[src/rtl/snake_pkg.sv]
// Shared types for the snake LED grid: direction encoding, cell occupancy states
// and the direction-reversal helper used by entry detection.
package snake_pkg;

    localparam int DIR_N = 4;

    typedef enum logic [1:0] {
        UP    = 2'b00,
        LEFT  = 2'b01,
        RIGHT = 2'b10,
        DOWN  = 2'b11
    } dir_t;

    typedef enum logic [1:0] {
        OFF  = 2'b00,
        HEAD = 2'b01,
        BODY = 2'b10
    } cell_state_t;

    // The encoding is chosen so that reversing a direction is a bitwise invert.
    function automatic dir_t opposite(input dir_t d);
        return dir_t'(~d);
    endfunction

endpackage

[src/rtl/snake_entry_detect.sv]
// Flags when a neighbouring head is about to move into this cell.
// Also used by the apple-placement logic.
module snake_entry_detect
    import snake_pkg::*;
(
    input  logic [3:0] nbr_head,
    input  logic [7:0] nbr_dir,
    output logic       entry
);

    // The neighbour on side s enters us when it heads back toward side s.
    always_comb begin
        entry = 1'b0;
        for (int s = 0; s < DIR_N; s++) begin
            if (nbr_head[s] && (nbr_dir[2*s +: 2] == opposite(dir_t'(2'(s))))) begin
                entry = 1'b1;
            end
        end
    end

endmodule

[src/rtl/snake_cell.sv]
// Per-LED occupancy cell: tracks head/body presence, remaining life in move
// steps, growth on apple steps, and a sticky self-collision flag.
module snake_cell
    import snake_pkg::*;
#(
    parameter int LEN_W      = 6,
    parameter int START_HEAD = 0,
    parameter int START_LEN  = 3
) (
    input  logic             clk,
    input  logic             reset,
    input  logic             move_stb,
    input  logic             grow,
    input  logic             halt,
    input  logic             clear,
    input  logic             spawn,
    input  logic [LEN_W-1:0] length,
    input  logic [3:0]       nbr_head,
    input  logic [7:0]       nbr_dir,
    output logic             lit,
    output logic             is_head,
    output logic             collision,
    output logic [LEN_W-1:0] life
);

    cell_state_t      state_q, state_d;
    logic [LEN_W-1:0] life_q, life_d;
    logic             coll_q, coll_d;
    logic             entry;
    logic             step;
    logic [LEN_W-1:0] len_eff;
    logic [LEN_W-1:0] nlife;

    snake_entry_detect u_entry (
        .nbr_head (nbr_head),
        .nbr_dir  (nbr_dir),
        .entry    (entry)
    );

    assign step    = move_stb & ~halt;
    assign len_eff = (length == '0) ? LEN_W'(1) : length;

    // Growth holds life rather than adding to it, so life can never exceed len_eff.
    always_comb begin
        if (grow || life_q == '0) nlife = life_q;
        else                      nlife = life_q - LEN_W'(1);
    end

    always_comb begin
        state_d = state_q;
        life_d  = life_q;
        coll_d  = coll_q;
        if (clear) begin
            state_d = OFF;
            life_d  = '0;
            coll_d  = 1'b0;
        end else if (spawn) begin
            state_d = HEAD;
            life_d  = len_eff;
        end else if (step) begin
            unique case (state_q)
                OFF: begin
                    if (entry) begin
                        state_d = HEAD;
                        life_d  = len_eff;
                    end
                end
                HEAD: begin
                    if (entry) begin
                        coll_d = 1'b1;
                        life_d = len_eff;
                    end else if (nlife != '0) begin
                        state_d = BODY;
                        life_d  = nlife;
                    end else begin
                        state_d = OFF;
                        life_d  = '0;
                    end
                end
                BODY: begin
                    if (entry) begin
                        // A tail leaving on this very step frees the cell for the head.
                        if (!(life_q == LEN_W'(1) && !grow)) coll_d = 1'b1;
                        state_d = HEAD;
                        life_d  = len_eff;
                    end else if (nlife != '0) begin
                        life_d = nlife;
                    end else begin
                        state_d = OFF;
                        life_d  = '0;
                    end
                end
                default: begin
                    state_d = OFF;
                    life_d  = '0;
                end
            endcase
        end
    end

    always_ff @(posedge clk) begin
        if (reset) begin
            state_q <= (START_HEAD != 0) ? HEAD : OFF;
            life_q  <= (START_HEAD != 0) ? LEN_W'(START_LEN) : '0;
            coll_q  <= 1'b0;
        end else begin
            state_q <= state_d;
            life_q  <= life_d;
            coll_q  <= coll_d;
        end
    end

    assign lit       = (state_q != OFF);
    assign is_head   = (state_q == HEAD);
    assign collision = coll_q;
    assign life      = life_q;

endmodule

[config.mk]
export PLATFORM = sky130hd
export DESIGN_NAME = snake_cell
export DESIGN_NICKNAME = d
export VERILOG_FILES = /design/src/rtl/snake_pkg.sv /design/src/rtl/snake_entry_detect.sv /design/src/rtl/snake_cell.sv
export SDC_FILE = /design/constraint.sdc
export NUM_CORES = 1
export LEC_CHECK = 0
export CAP_MARGIN = 5
export CORE_UTILIZATION = 30
export CTS_CLUSTER_SIZE = 14
export DETAILED_ROUTE_END_ITERATION = 7
export MAX_ROUTING_LAYER = met4
export PLACE_DENSITY = 0.56
export REMOVE_ABC_BUFFERS = 1
export SYNTH_ARGS = -nofsm -noshare
export SYNTH_HDL_FRONTEND = slang
export SYNTH_SLANG_ARGS = --single-unit
[constraint.sdc]
create_clock -name clk -period 2.8 [get_ports clk]
set_input_delay 0.7 -clock clk [delete_from_list [all_inputs] [get_ports clk]]
set_output_delay 0.7 -clock clk [all_outputs]
set_load 0.03 [all_outputs]
==> flow_metrics.py, run 1 <==
metrics = {
    "final_layout": {
        "fin_area_um2": 1310,
        "syn_to_final_growth_pct": 41.7,
        "final_nets": 188,
        "layout_common_cells": "clkdlybuf4s50_1 (33), nand2_1 (12), dfxtp_1 (9)",
        "fin_util_pct": 46.1,
        "layout-drive-gt1-share_pct": 9.03,
        "fill_cells": 294,
        "layout_commonest_cell": "clkdlybuf4s50_1",
        "diodes": 0,
    },
    "drt": {
        "num_vias": 1079,
        "ant_nets": 0,
        "vias_per_cell": 5.80,
        "dr.pass1.iters": 8,
        "first_iter_violations": 47,
        "routedWlPerCell_um": 14.9,
        "drt-total-wl_um": 2770,
        "drc": 2,
    },
    "power": {
        "intPower_mw": 0.261,
        "power_density_nw_per_um2": 293,
        "comb_power_share_pct": 37.5,
        "seqPwrFrac_pct": 36.7,
        "switching_share_pct": 32.4,
        "power_mw": 0.386,
        "irDropWorstVdd_v": 0.000174,
        "power_frac_clock_pct": 25.8,
        "p_switching_mw": 0.125,
        "leakage_nw": 0.470,
    },
    "yosys": {
        "ys_seq_elements": 9,
        "netlist_area_um2": 927,
        "avgSynthCellArea_um2": 7.73,
        "yosysSeqAreaShare_pct": 19.4,
        "synth-edff-count": 0,
        "yosysUniqueCellTypes": 52,
        "synth_ff_type": "dfxtp_1",
        "ys_async_sr_fraction_pct": 0,
        "ys.warnings.count": 0,
        "syn_inst": 120,
    },
    "worst_setup_path": {
        "worst_setup_path_end_kind": "output port",
        "criticalPathCategory": "reg2out",
        "crit_required_ps": 2100,
        "cp_max_fo": 8,
        "cp.arrival_ps": 1810,
        "cp-start-kind": "flop",
    },
    "grt": {
        "grt_pass1_wl_um": 4700,
        "antenna_found_initial": 0,
        "grt_overflow": 0,
        "grt_pass1_vias": 1020,
        "grt_usage_pct": 19.0,
        "grt_max_degree": 11,
    },
    "sta": {
        "rsz0062_at_grt": "false",
        "finalHoldViolCount": 0,
        "finalCritPeriodShare_pct": 89.7,
        "fin_ws_ps": 288,
        "relSlewSlack_pct": 63.2,
        "worstMarginPinSlew_ps": 549,
        "setup_viol": 0,
        "fin_worst_skew_ps": 5.58,
        "setup_tns_ps": 0,
        "period_needed_ps": 2510,
        "fmaxAchievable_mhz": 398,
        "drv_slew": 0,
    },
    "floorplanning": {
        "io_pins": 34,
        "fp.dieH_um": 57.6,
        "die_area_um2": 3320,
        "coreArea_um2": 2850,
        "rows": 19,
        "die_x_um": 57.6,
        "initial_core_util_pct": 32.5,
    },
    "placement": {
        "routabilityCongestion": 0.890,
        "dp_slack_ps": 300,
        "io_buffers": 33,
        "dp.final_hpwl_um": 2260,
        "placed_cell_area_um2": 1290,
    },
    "clocking": {
        "clockBufferDepth": 2,
        "cts_tree": "yes",
        "htreeDepth": 1,
        "cts-root-buf": "clkbuf_4",
        "cts_hold_buf": 0,
        "post_cts_resized": 0,
        "post_cts_buffers": 0,
        "cts.reportedPaths.clkPinSlew_ps": 60,
        "clock_latency_ps": 260,
        "cts_sinks": 9,
        "numCtsBuffers": 3,
    },
    "hold_path": {
        "hold_path.class": "reg2reg",
    },
    "outcome": {
        "status": "complete, but fails checks",
        "violations": "design-rule violations",
    },
    "run": {
        "cap_violations": 0,
    },
}
## worst max-delay path, stage by stage (launching register included)
cell and delay [ps]:
dfxtp_1 370, inv_1 90, ha_1 310, inv_1 110, clkdlybuf4s50_1 670
## worst paths after layout
path | to | slack [ps] | from | cells after the start
setup / recovery | lit | 290 | state_q[0] | 4
hold / removal | collision | 470 | collision | 1
setup reg to reg | state_q[0] | 610 | life[1] | 6
hold reg to reg | collision | 470 | collision | 1
## metal layers
layer | routed length (µm) | global-route usage, % | vias up
li1 | - | - | 538
met1 | 1250 | 23.4 | 506
met2 | 1360 | 31.4 | 31
met3 | 128 | 4.08 | 4
met4 | 30 | 4.53 | 0
met5 | 0 | - | -
## power groups by stage
stage	Combinational, mW	Clock (mW)	Sequential, mW
6_report	0.145	0.0993	0.142
5_1_grt	0.159	0.108	0.143
4_1_cts	0.144	0.104	0.141
3_5_place_dp	0.144	0	0.144
3_3_place_gp	0.143	0	0.145
2_1_floorplan	0.0716	0	0.149
## per-stage QoR
step	cells	hold slack [ps]
finish	186	471
global route	186	525
CTS	186	479
detailed placement	182	463
floorplan	116	646
global placement	182	466
## flip-flops by register name, indices dropped and copies added (netlist names)
register and count:
state_q 2, collision 1, life 6
## cell type report
cell class | instances | area, µm² | area share, %
Multi-Input combinational cell | 100 | 697 | 53.0
Timing Repair Buffer | 35 | 345 | 26.3
Sequential cell | 9 | 180 | 13.7
Tap cell | 31 | 38.8 | 2.95
Clock buffer | 4 | 26.3 | 2.00
Inverter | 7 | 26.3 | 2.00
## cell usage after synthesis, drive strengths merged (2+ instances only)
master   count  area [µm²]
a31oi        4        25.0
nor3         6        46.3
nor2        10        47.6
nand3        4        20.0
nor4         2        12.5
buf          2        16.3
a21oi        4        20.0
o21ai       10        50.0
or3b         2        20.0
o21a         2        15.0
nand2       12        45.0
o211ai       5        37.5
a2111oi      3        27.5
inv          7        26.3
dfxtp        9         180
nand4        2        12.5
ha           7        87.6
nor4b        3        32.5
nand3b       2        15.0
clkbuf       2        7.51
## cells by family (layout without fill, tap and decap cells)
family	Yosys count	after routing	synth area share (%)
AOI/OAI and AO/OA	42	42	32.3
adders and majority gates	7	7	9.45
buffers and inverters	11	46	5.40
DFF	9	9	19.4
muxes	1	1	1.21
and+or+nand+nor	50	50	32.3
No activity file was read; power rests on OpenSTA's default activity.
==> run 2, diff against run 1 <==
--- a/config.mk
+++ b/config.mk
@@ -9,9 +9,11 @@
 export CORE_UTILIZATION = 30
 export CTS_CLUSTER_SIZE = 14
 export DETAILED_ROUTE_END_ITERATION = 7
+export GPL_ROUTABILITY_DRIVEN = 0
 export MAX_ROUTING_LAYER = met4
-export PLACE_DENSITY = 0.56
+export PLACE_DENSITY = 0.55
 export REMOVE_ABC_BUFFERS = 1
 export SYNTH_ARGS = -nofsm -noshare
 export SYNTH_HDL_FRONTEND = slang
+export SYNTH_HIERARCHICAL = 1
 export SYNTH_SLANG_ARGS = --single-unit
==> run 2 against run 1 <==
  * Area after synthesis rose by 8.4%
  * Register-to-register slack improved by 140 ps
  * Worst hold slack improved by 6.2 ps
  * The flow now finishes without violations
  * Sequential share of layout area fell by 1.0 points
  * Utilization fell by 0.29 points
  * Critical path type is now in2reg
  * Synthesized cell count rose by 2.5%
  * Worst setup slack got worse by 27 ps
  * Clock skew rose by 2.4 ps
  * Combinational power rose by 11%
==> flow_metrics.py, run 2 <==
metrics = {
    "power": {
        "leakage_nw": 0.517,
        "power_density_nw_per_um2": 287,
        "irDropWorstVdd_v": 0.000192,
    },
    "drt": {
        "drt-total-wl_um": 2940,
        "num_vias": 1118,
        "dr.pass1.iters": 4,
        "vias_per_cell": 5.43,
        "drc": 0,
        "first_iter_violations": 39,
        "ant_nets": 0,
        "routedWlPerCell_um": 14.3,
    },
    "sta": {
        "relSlewSlack_pct": 68.5,
        "finalCritPeriodShare_pct": 90.7,
        "period_needed_ps": 2540,
        "whs_ps": 477,
        "rsz0062_at_grt": "false",
        "fin_ws_ps": 261,
        "setup_viol": 0,
        "setup_tns_ps": 0,
        "finalHoldViolCount": 0,
        "worstMarginPinSlew_ps": 467,
        "fmaxAchievable_mhz": 394,
        "fin_worst_skew_ps": 8.00,
        "drv_slew": 0,
    },
    "clocking": {
        "post_cts_buffers": 0,
        "cts_sinks": 9,
        "cts.reportedPaths.clkPinSlew_ps": 60,
        "cts_hold_buf": 0,
        "htreeDepth": 1,
        "cts-root-buf": "clkbuf_4",
        "numCtsBuffers": 3,
        "post_cts_resized": 0,
        "clockBufferDepth": 2,
        "clock_latency_ps": 270,
        "cts_tree": "yes",
    },
    "yosys": {
        "yosysTopAreaCellShare_pct": 17.9,
        "netlist_area_um2": 1000,
        "ys_async_sr_fraction_pct": 0,
        "syn_inst": 123,
        "synth_most_common_cell": "a21oi_1",
        "ys_seq_elements": 9,
        "synth-edff-count": 0,
        "synth_ff_type": "dfxtp_1",
        "ys.warnings.count": 6,
        "yosysSeqAreaShare_pct": 17.9,
        "yosysTopAreaCell": "dfxtp_1",
        "synth_common_cells": "a21oi_1 (13), nor2_1 (11), dfxtp_1 (9), inv_1 (9), ha_1 (7)",
        "synth_area_leaders": "dfxtp_1 (18%), ha_1 (8.7%), a21oi_1 (6.5%)",
        "yosysUniqueCellTypes": 50,
        "avgSynthCellArea_um2": 8.17,
    },
    "floorplanning": {
        "coreArea_um2": 3100,
        "die_x_um": 59.9,
        "die_area_um2": 3580,
        "io_pins": 34,
        "initial_core_util_pct": 32.4,
        "rows": 20,
        "fp.dieH_um": 59.9,
    },
    "worst_setup_path": {
        "cp-start-kind": "input pin",
        "cp.arrival_ps": 2730,
        "cp_max_fo": 6,
        "worst_setup_path_end_kind": "flop",
        "criticalPathCategory": "in2reg",
        "crit_required_ps": 2990,
    },
    "final_layout": {
        "final_nets": 195,
        "largest_register_ffs": 6,
        "layout_common_cells": "clkdlybuf4s50_1 (33), a21oi_1 (13), nor2_1 (11)",
        "diodes": 0,
        "syn_to_final_growth_pct": 41.3,
        "layout-drive-gt1-share_pct": 13.0,
        "layout_commonest_cell": "clkdlybuf4s50_1",
    },
    "placement": {
        "dp.final_hpwl_um": 2320,
        "io_buffers": 33,
        "dp_slack_ps": -12.4,
    },
    "grt": {
        "grt_max_degree": 13,
        "grt_pass1_vias": 1047,
        "grt_overflow": 0,
        "grt_pass1_wl_um": 4680,
        "antenna_found_initial": 0,
        "grt_usage_pct": 17.7,
    },
    "outcome": {
        "status": "finished, final reports clean",
    },
    "run": {
        "cap_violations": 0,
    },
    "hold_path": {
        "hold_path.class": "reg2reg",
    },
}
==> run 2: logic make-up after synthesis <==
logic type      count (synthesis)  share of synthesized area [%]
simple gates                   47                           28.1
compound gates                 45                           35.9
buf+inv                        13                           7.47
flops                           9                           17.9
fa+ha+maj                       7                           8.72
xor+xnor                        1                          0.872
mux                             1                          0.996
==> run 2: critical path, stage by stage <==
cell,delay [ps]
clkdlybuf4s50_1,460
nor2_1,50
a2bb2oi_2,120
o211ai_1,200
or3b_2,590
a2111oi_4,350
a22oi_2,80
a31oi_1,180
==> run 2: final cells by class <==
cell class	instances	area, µm²
fill	338	1680
tap	44	55.1
inverter	9	33.8
timing repair buffer	39	375
sequential	9	180
multi-input combinational	101	749
clock buffer	4	26.3
==> run 2: power by group <==
part	total [mW]	internal [mW]	switching, mW
clock	0.107	0.0551	0.0518
combinational	0.161	0.0834	0.0777
sequential	0.140	0.132	0.00811
==> run 2: worst paths after layout <==
kind         startpoint    endpoint  slack (ps)  depth (start not counted)
max          nbr_dir[7]     life[1]         260                          8
max reg2reg     life[0]  state_q[1]         750                          6
min reg2reg   collision   collision         480                          2
min           collision   collision         480                          2
==> run 2: per-stage QoR <==
stage                     power, mW  instances  util (%)  area, µm²
after floorplan               0.228        119         -        963
after global placement        0.303        202      44.9       1390
after detailed placement      0.303        202      44.9       1390
after CTS                     0.413        206      45.8       1420
after global routing          0.435        206      45.8       1420
final                         0.408        206      45.8       1420
==> run 2: routing by layer <==
metal  global-route usage [%]  vias up  part of all wire (%)
li1                         -      547                     -
met1                     21.5      519                    45
met2                     29.4       50                    46
met3                     3.25        2                   8.1
met4                     5.65        0                  0.37
met5                        -        -                     0
